### src/rtl/rotate_affine_pipe.sv
// rtl/rotate_affine_pipe.sv - pipelined 2x2 affine coordinate mapper with frame-latched config
module rotate_affine_pipe #(
  parameter int IN_WIDTH   = 12,
  parameter int COEF_WIDTH = 12,
  parameter int FRAC_BITS  = 4
) (
  input  logic                        clk,
  input  logic                        reset,
  input  logic [COEF_WIDTH-1:0]       m00,
  input  logic [COEF_WIDTH-1:0]       m01,
  input  logic [COEF_WIDTH-1:0]       m10,
  input  logic [COEF_WIDTH-1:0]       m11,
  input  logic [IN_WIDTH-1:0]         num_cols,
  input  logic [IN_WIDTH-1:0]         num_rows,
  input  logic                        in_valid,
  output logic                        in_ready,
  input  logic                        in_sof,
  input  logic [IN_WIDTH-1:0]         xi,
  input  logic [IN_WIDTH-1:0]         yi,
  output logic                        out_valid,
  input  logic                        out_ready,
  output logic                        out_sof,
  output logic [IN_WIDTH+FRAC_BITS:0] xo,
  output logic [IN_WIDTH+FRAC_BITS:0] yo,
  output logic                        in_bounds
);

  localparam int OUT_WIDTH = IN_WIDTH + FRAC_BITS + 1;
  localparam int S         = COEF_WIDTH - 2 - FRAC_BITS;
  localparam int D_W       = IN_WIDTH + 1;
  localparam int P_W       = IN_WIDTH + COEF_WIDTH + 1;
  localparam int R_W       = P_W + 3;
  localparam int C_W       = IN_WIDTH - 1;

  localparam logic [COEF_WIDTH-1:0] COEF_ONE = {2'b01, {(COEF_WIDTH-2){1'b0}}};
  localparam logic signed [R_W-1:0] RND      = R_W'(1) <<< (S - 1);
  localparam logic signed [R_W-1:0] MAX_OUT  = (R_W'(1) <<< (OUT_WIDTH - 1)) - R_W'(1);
  localparam logic signed [R_W-1:0] MIN_OUT  = -(R_W'(1) <<< (OUT_WIDTH - 1));
  localparam logic [OUT_WIDTH-1:0]  MAX_CLIP = {1'b0, {(OUT_WIDTH-1){1'b1}}};
  localparam logic [OUT_WIDTH-1:0]  MIN_CLIP = {1'b1, {(OUT_WIDTH-1){1'b0}}};

  // shadow config, loaded only by accepted sof beats
  logic [COEF_WIDTH-1:0] sh_m00, sh_m01, sh_m10, sh_m11;
  logic [IN_WIDTH-1:0]   sh_cols, sh_rows;

  // config that the incoming beat will carry (live on sof, shadow otherwise)
  logic [COEF_WIDTH-1:0] e_m00, e_m01, e_m10, e_m11;
  logic [IN_WIDTH-1:0]   e_cols, e_rows;
  logic                  adv, accept;

  assign adv      = out_ready | ~out_valid;
  assign in_ready = adv;
  assign accept   = in_valid & adv;

  assign e_m00  = in_sof ? m00      : sh_m00;
  assign e_m01  = in_sof ? m01      : sh_m01;
  assign e_m10  = in_sof ? m10      : sh_m10;
  assign e_m11  = in_sof ? m11      : sh_m11;
  assign e_cols = in_sof ? num_cols : sh_cols;
  assign e_rows = in_sof ? num_rows : sh_rows;

  // shadow register update on accepted start-of-frame beats
  always_ff @(posedge clk) begin
    if (reset) begin
      sh_m00  <= COEF_ONE;
      sh_m01  <= '0;
      sh_m10  <= '0;
      sh_m11  <= COEF_ONE;
      sh_cols <= '0;
      sh_rows <= '0;
    end else if (accept && in_sof) begin
      sh_m00  <= m00;
      sh_m01  <= m01;
      sh_m10  <= m10;
      sh_m11  <= m11;
      sh_cols <= num_cols;
      sh_rows <= num_rows;
    end
  end

  // stage 1: re-centre coordinates and capture the beat's config
  logic                         s1_valid, s1_sof;
  logic signed [D_W-1:0]        s1_x0, s1_y0;
  logic signed [COEF_WIDTH-1:0] s1_m00, s1_m01, s1_m10, s1_m11;
  logic [C_W-1:0]               s1_cx, s1_cy;
  logic [IN_WIDTH-1:0]          s1_cols, s1_rows;

  always_ff @(posedge clk) begin
    if (reset) begin
      s1_valid <= 1'b0;
      s1_sof   <= 1'b0;
    end else if (adv) begin
      s1_valid <= in_valid;
      s1_sof   <= in_valid & in_sof;
      s1_x0    <= $signed({1'b0, xi}) - $signed({2'b00, e_cols[IN_WIDTH-1:1]});
      s1_y0    <= $signed({1'b0, yi}) - $signed({2'b00, e_rows[IN_WIDTH-1:1]});
      s1_m00   <= e_m00;
      s1_m01   <= e_m01;
      s1_m10   <= e_m10;
      s1_m11   <= e_m11;
      s1_cx    <= e_cols[IN_WIDTH-1:1];
      s1_cy    <= e_rows[IN_WIDTH-1:1];
      s1_cols  <= e_cols;
      s1_rows  <= e_rows;
    end
  end

  // stage 2: the four signed matrix products
  logic                  s2_valid, s2_sof;
  logic signed [P_W-1:0] s2_p00, s2_p01, s2_p10, s2_p11;
  logic [C_W-1:0]        s2_cx, s2_cy;
  logic [IN_WIDTH-1:0]   s2_cols, s2_rows;

  always_ff @(posedge clk) begin
    if (reset) begin
      s2_valid <= 1'b0;
      s2_sof   <= 1'b0;
    end else if (adv) begin
      s2_valid <= s1_valid;
      s2_sof   <= s1_sof;
      s2_p00   <= P_W'(s1_m00) * P_W'(s1_x0);
      s2_p01   <= P_W'(s1_m01) * P_W'(s1_y0);
      s2_p10   <= P_W'(s1_m10) * P_W'(s1_x0);
      s2_p11   <= P_W'(s1_m11) * P_W'(s1_y0);
      s2_cx    <= s2_cx_next(s1_cx);
      s2_cy    <= s2_cx_next(s1_cy);
      s2_cols  <= s1_cols;
      s2_rows  <= s1_rows;
    end
  end

  function automatic logic [C_W-1:0] s2_cx_next(input logic [C_W-1:0] c);
    return c;
  endfunction

  // stage 3 datapath: round-half-up shift, re-add centre, clip, bounds test
  logic signed [R_W-1:0] sum_x, sum_y, rnd_x, rnd_y, off_x, off_y, full_x, full_y;
  logic                  sat_x, sat_y, inb_x, inb_y;
  logic [OUT_WIDTH-1:0]  clip_x, clip_y;

  always_comb begin
    sum_x  = R_W'(s2_p00) + R_W'(s2_p01);
    sum_y  = R_W'(s2_p10) + R_W'(s2_p11);
    rnd_x  = (sum_x + RND) >>> S;
    rnd_y  = (sum_y + RND) >>> S;
    off_x  = $signed(R_W'({s2_cx, {FRAC_BITS{1'b0}}}));
    off_y  = $signed(R_W'({s2_cy, {FRAC_BITS{1'b0}}}));
    full_x = rnd_x + off_x;
    full_y = rnd_y + off_y;
    sat_x  = (full_x > MAX_OUT) || (full_x < MIN_OUT);
    sat_y  = (full_y > MAX_OUT) || (full_y < MIN_OUT);
    clip_x = (full_x > MAX_OUT) ? MAX_CLIP : (full_x < MIN_OUT) ? MIN_CLIP : full_x[OUT_WIDTH-1:0];
    clip_y = (full_y > MAX_OUT) ? MAX_CLIP : (full_y < MIN_OUT) ? MIN_CLIP : full_y[OUT_WIDTH-1:0];
    inb_x  = ~clip_x[OUT_WIDTH-1] && (clip_x[OUT_WIDTH-2:0] < {s2_cols, {FRAC_BITS{1'b0}}});
    inb_y  = ~clip_y[OUT_WIDTH-1] && (clip_y[OUT_WIDTH-2:0] < {s2_rows, {FRAC_BITS{1'b0}}});
  end

  // stage 3 output registers, held while downstream stalls
  always_ff @(posedge clk) begin
    if (reset) begin
      out_valid <= 1'b0;
      out_sof   <= 1'b0;
      xo        <= '0;
      yo        <= '0;
      in_bounds <= 1'b0;
    end else if (adv) begin
      out_valid <= s2_valid;
      out_sof   <= s2_sof;
      xo        <= clip_x;
      yo        <= clip_y;
      in_bounds <= inb_x & inb_y & ~sat_x & ~sat_y;
    end
  end

endmodule

### config.mk
export PLATFORM = sky130hd
export DESIGN_NAME = rotate_affine_pipe
export DESIGN_NICKNAME = d
export VERILOG_FILES = /design/src/rtl/rotate_affine_pipe.sv
export SDC_FILE = /design/constraint.sdc
export NUM_CORES = 2
export LEC_CHECK = 0
export CORE_AREA = 2 2 519 263
export DETAILED_ROUTE_END_ITERATION = 8
export DIE_AREA = 0 0 521 265
export PLACE_DENSITY_LB_ADDON = 0.12
export SLEW_MARGIN = 5
export SYNTH_ARGS = -nofsm -noshare
export SYNTH_HDL_FRONTEND = slang
export SYNTH_SLANG_ARGS = --single-unit
### constraint.sdc
create_clock -name clk -period 26.5 [get_ports clk]
set_input_delay 2.65 -clock clk [delete_from_list [all_inputs] [get_ports clk]]
set_output_delay 2.65 -clock clk [all_outputs]
set_load 0.01 [all_outputs]
Word-level counts from Yosys, hierarchy flattened
Cells that the tools add are included.

Bits in registers: 379. Input bits: 101. Output and inout bits: 38. Word-level logic and storage cells: 79.

$add $sub $neg: 8. Multiply operators: 4. Magnitude comparators: 6. Mux-type cells: 10. Bitwise operators: 12. Reductions and logical operators: 6.

Operator list (number): multiplier 12 x 13 -> 25 bit (4); 2-to-1 mux 12 bit (6); 2-to-1 mux 17 bit (4); adder 26 x 7 -> 27 bit, second input constant (2); adder 25 x 25 -> 26 bit (2); adder 21 x 16 -> 22 bit (2); greater-than comparator 22 x 17 -> 1 bit, second input constant (2); less-than comparator 22 x 17 -> 1 bit, second input constant (2); less-than comparator 16 bit (2); subtractor 12 x 11 -> 13 bit (2); inverter 1 bit (6); AND 1 bit (5); logical AND 1 bit (3); logical OR 1 bit (2); AND reduction 2 bit (1); bitwise OR 1 bit (1).

Depth between registers and ports, before layout
Depth after elaboration: 11. Mapped depth: 38. Mapped depth without buffers: 37.

Least setup slack after synthesis
OpenSTA, ideal clock, no wires.

Path type: input to register. From: input port out_ready. To: register in_bounds. Arrival: 13.243 ns. Setup slack: 13.169 ns. Cell stages on the path: 9. Path through: nor2b_1 > clkbuf_1 > nor2_1 > nand2_1 > a21oi_1 > nand3_1 > nor4_1 > a41oi_1 > nor4_2.

Word-level cells in the longest chain between the ends: 1.

Ends and longest elaborated chain: start, declared (line 21) `input logic out_ready,`; bitwise OR 1 bit (line 51) `assign adv = out_ready | ~out_valid;`; end signal, assigned (line 171) `in_bounds <= inb_x & inb_y & ~sat_x & ~sat_y;`; end, declared (line 25) `output logic in_bounds`.

No other way between the ends. A chain may end at the register's enable or synchronous reset.

Final worst setup path
From: register s2_p10[2]. To: register in_bounds.

Word-level cells in the longest chain between the ends: 11.

Ends and longest elaborated chain: start, declared (line 110) `logic signed [P_W-1:0] s2_p00, s2_p01, s2_p10, s2_p11;`; start signal, assigned (line 123) `s2_p10 <= P_W'(s1_m10) * P_W'(s1_x0);`; adder 25 x 25 -> 26 bit * (line 143) `sum_y = R_W'(s2_p10) + R_W'(s2_p11);`; adder 26 x 7 -> 27 bit * (line 145) `rnd_y = (sum_y + RND) >>> S;`; adder 21 x 16 -> 22 bit * (line 149) `full_y = rnd_y + off_y;`; less-than comparator 22 x 17 -> 1 bit (line 153) `clip_y = (full_y > MAX_OUT) ? MAX_CLIP : (full_y < MIN_OUT) ? MIN_CLIP : full_y[OUT_WIDTH-1:0];`; 2-to-1 mux 17 bit (line 153); 2-to-1 mux 17 bit * (line 153); net clip_y[13] (line 139) `logic [OUT_WIDTH-1:0] clip_x, clip_y;`; less-than comparator 16 bit * (line 155) `inb_y = ~clip_y[OUT_WIDTH-1] && (clip_y[OUT_WIDTH-2:0] < {s2_rows, {FRAC_BITS{1'b0}}});`; logical AND 1 bit * (line 155); AND 1 bit * (3 in series) (line 171).

Mark *: on every way through the listed nets, which the timed path passes. The rest lies on a longest branch.

==> flow_summary.yaml <==
synth:
  synth_cells: 4084
  synth.top_cells.by_area: "sky130_fd_sc_hd__fa_1 30%, sky130_fd_sc_hd__edfxtp_1 17%, sky130_fd_sc_hd__ha_1 12%"
  synth_ff_type: "sky130_fd_sc_hd__edfxtp_1"
  synth_common_cells: "746 x sky130_fd_sc_hd__inv_1, 596 x sky130_fd_sc_hd__fa_1, 594 x sky130_fd_sc_hd__nand2_1, 378 x sky130_fd_sc_hd__ha_1, 228 x sky130_fd_sc_hd__and2_1"
  synth_cell_type_count: 85
  synth_largest_type_area_fraction: 0.2993
  synth_nets: 5159
  post_synth_instance_area_um2: 39870
  yosysSeqAreaShare: 0.2239
  synth_enable_flop_cells: 222
  asyncSetResetFlopFracSynth: 0
  synth_warnings: 0
  cell_taking_the_most_area_after_synthesis: "sky130_fd_sc_hd__fa_1"
  synth.ff_latch_count: 335
  syn_avg_cell_area_um2: 9.763
  most_instantiated_library_cell_after_synthesis: "sky130_fd_sc_hd__inv_1"
timing:
  max_freq_mhz: 126.9
  timing.clock.skew_ns: 0.04958
  report.final.setup_viol: 0
  final_hold_viol_count: 0
  rsz0062_at_grt: "false"
  min_period_over_period: 0.2973
  setup_tns_ns: 0
  finalWorstPathRequiredPeriod_ns: 7.879
  timing_worst_slew_pin_value_ns: 1.177
  relSlewSlack: 0.2151
  final_max_slew_viol_count: 0
route:
  viasPerCell: 4.556
  route.detailed.drc: 0
  drt_first_iter_violations: 1918
  drt-wirelength-per-cell_um: 19.72
  drtAntennaViolNets: 0
  firstDrtPassIters: 7
  via_count: 27251
  finalWirelength_um: 118000
critical_path:
  setup.worst_path.class: "register to register"
  r2r_start: "s2_p10[2]"
  timing.critical_path.fanout_max: 16
  worst_path_max_delay_cell: "sky130_fd_sc_hd__o211ai_4"
  crit_path_max_incr_delay_ns: 0.77
  ff2ff_setup_slack_ns: 18.62
  cp_data_required_time_ns: 27.02
  worst-endpoint-arrival_ns: 8.40
  critical_path.endpoint_type: "register"
  worstSetupStartpointType: "register"
  path_common_cell: "sky130_fd_sc_hd__ha_1"
  critPathLaunch: "s2_p10[2]"
min_path:
  min_path_type: "register to register"
  min-delay-start: "s1_cy[0]"
cts:
  tritoncts_num_sinks: 335
  clock_pin_slew_on_the_worst_setup_and_hold_paths_ns: 0.07
  cts_buffer_depth: 3
  cts-resized-gates: 0
  cts_htree_levels: 2
  tritoncts: "built"
  cts.root.buffer_cell: "sky130_fd_sc_hd__clkbuf_16"
  clk_latency_ns: 0.63
  cts_hold_repair.buffers: 0
  cts_setup_buffers: 0
  cts_made_buffers: 40
layout:
  fillCellCount: 13753
  area.growth.synth_to_final_pct: 11.97
  drive_gt1_frac: 0.05210
  finalNetCount: 5227
grt:
  globalRouteTotalUtil: 0.1759
  grt_start_max_net_pins: 155
  via_count_of_the_first_global_routing_pass: 28166
  grt_pass1_wl_um: 182800
  globalRoute.totalOverflow: 0
  grt_antenna_before_repair: 11
place:
  numPortBuffers: 138
  place_hpwl_um: 94490
  gp_congestion: 0.8491
die:
  coreArea_um2: 133500
  area_enclosed_by_the_die_boundary_um2: 138100
  floorplan.initialDensity: 0.2987
  chipHeight_um: 265
  ioPinCount: 139
  die_w_um: 521
  placementRows: 95
status:
  outcome: "finished, final reports clean"
job:
  cap_viol_max_count: 0
[cells in the final DEF, fill, tap and decap left out, types with 15 or more instances in the layout]
master | netlist | layout
sky130_fd_sc_hd__inv_1 | 746 | 745
sky130_fd_sc_hd__fa_1 | 596 | 596
sky130_fd_sc_hd__nand2_1 | 594 | 594
sky130_fd_sc_hd__ha_1 | 378 | 378
sky130_fd_sc_hd__and2_1 | 228 | 228
sky130_fd_sc_hd__edfxtp_1 | 222 | 222
sky130_fd_sc_hd__a21oi_1 | 169 | 168
sky130_fd_sc_hd__nor2_1 | 167 | 166
sky130_fd_sc_hd__clkdlybuf4s50_1 | 0 | 136
sky130_fd_sc_hd__xnor2_1 | 124 | 124
sky130_fd_sc_hd__dfxtp_1 | 113 | 113
sky130_fd_sc_hd__nand2b_1 | 62 | 62
sky130_fd_sc_hd__o21ai_0 | 59 | 59
sky130_fd_sc_hd__mux2_2 | 52 | 52
sky130_fd_sc_hd__buf_4 | 1 | 43
sky130_fd_sc_hd__clkbuf_16 | 0 | 41
sky130_fd_sc_hd__a21o_1 | 37 | 37
sky130_fd_sc_hd__xor2_1 | 33 | 33
sky130_fd_sc_hd__nor3_1 | 30 | 30
sky130_fd_sc_hd__nand3_1 | 30 | 29
sky130_fd_sc_hd__o21a_1 | 26 | 26
sky130_fd_sc_hd__nor2b_1 | 27 | 26
sky130_fd_sc_hd__mux2i_1 | 22 | 22
sky130_fd_sc_hd__a21boi_0 | 15 | 15
sky130_fd_sc_hd__a311oi_1 | 15 | 15
[routing by layer]
layer / vias to the layer above / GRT usage / routed length (um)
met3: 75 / 0.04084 / 8342
met1: 13585 / 0.2960 / 66000
met2: 569 / 0.2222 / 42230
met5: - / 0 / 0
met4: 0 / 0.02317 / 1379
li1: 13022 / - / -
[path summary, 6_finish.rpt]
path                     to  depth (start not counted)
setup reg to reg  in_bounds                         29
hold / removal     s2_cy[0]                          0
setup / recovery  in_bounds                         29
hold reg to reg    s2_cy[0]                          0
[metrics by stage]
stage / setup slack (ns) / hold slack, ns / instance area, um2 / instances / util
after CTS: 18.78 / 0.3915 / 44630 / 5978 / 0.3344
after global placement: 18.86 / 0.4006 / 43250 / 5904 / 0.3240
final: 18.62 / 0.3907 / 44640 / 5981 / 0.3344
after detailed placement: 18.82 / 0.4045 / 43250 / 5904 / 0.3240
after global routing: 17.91 / 0.3944 / 44640 / 5979 / 0.3344
after floorplan: 13.17 / 0.4003 / 39870 / 4084 / -
[worst max-delay path, delay by kind of cell, from the launching register on]
kind / cells / cell delay, ns
AOI/OAI and AO/OA: 14 / 3.59
and+or+nand+nor: 9 / 2.05
adders and majority gates: 4 / 1.30
muxes: 1 / 0.32
xor gates and xnor gates: 1 / 0.13
DFF: 1 / 0.37
[state kept, by name (all words and copies together), names as in the netlist, 11 cells and up]
| register | flops |
|---|---|
| sh_m00 | 12 |
| sh_cols | 12 |
| s1_m11 | 12 |
| sh_m11 | 12 |
| xo | 17 |
| yo | 17 |
| s1_x0 | 13 |
| s2_p00 | 25 |
| s2_p10 | 25 |
| s2_cx | 11 |
| sh_m10 | 12 |
| s2_p01 | 25 |
| s1_y0 | 13 |
| s1_cx | 11 |
| s2_cy | 11 |
| sh_m01 | 12 |
| sh_rows | 12 |
| s1_m10 | 12 |
| s1_m00 | 12 |
| s1_cy | 11 |
| s2_p11 | 25 |
| s1_m01 | 12 |
[logic make-up after synthesis]
group           count (synthesis)  synth area share
simple gates                 1201            0.1409
xor+xnor                      157           0.03449
fa+ha+maj                     974            0.4179
mux                            74           0.02021
flops                         335            0.2239
buf+inv                       900           0.08548
compound gates                443           0.07707
[cell type report]
type,count,area [um2],share of cell area
multi-input combinational,2849,27570,0.6176
sequential,335,8929,0.2000
inverter,746,2800,0.06273
tap,1794,2245,0.05028
timing repair buffer,180,1704,0.03817
clock buffer,46,1055,0.02363
clock inverter,28,331.6,0.007427
antenna,3,7.507,0.0001682
Power is not shown: default switching activity piles up to over one toggle a cycle in this logic, so the estimate is an artifact.
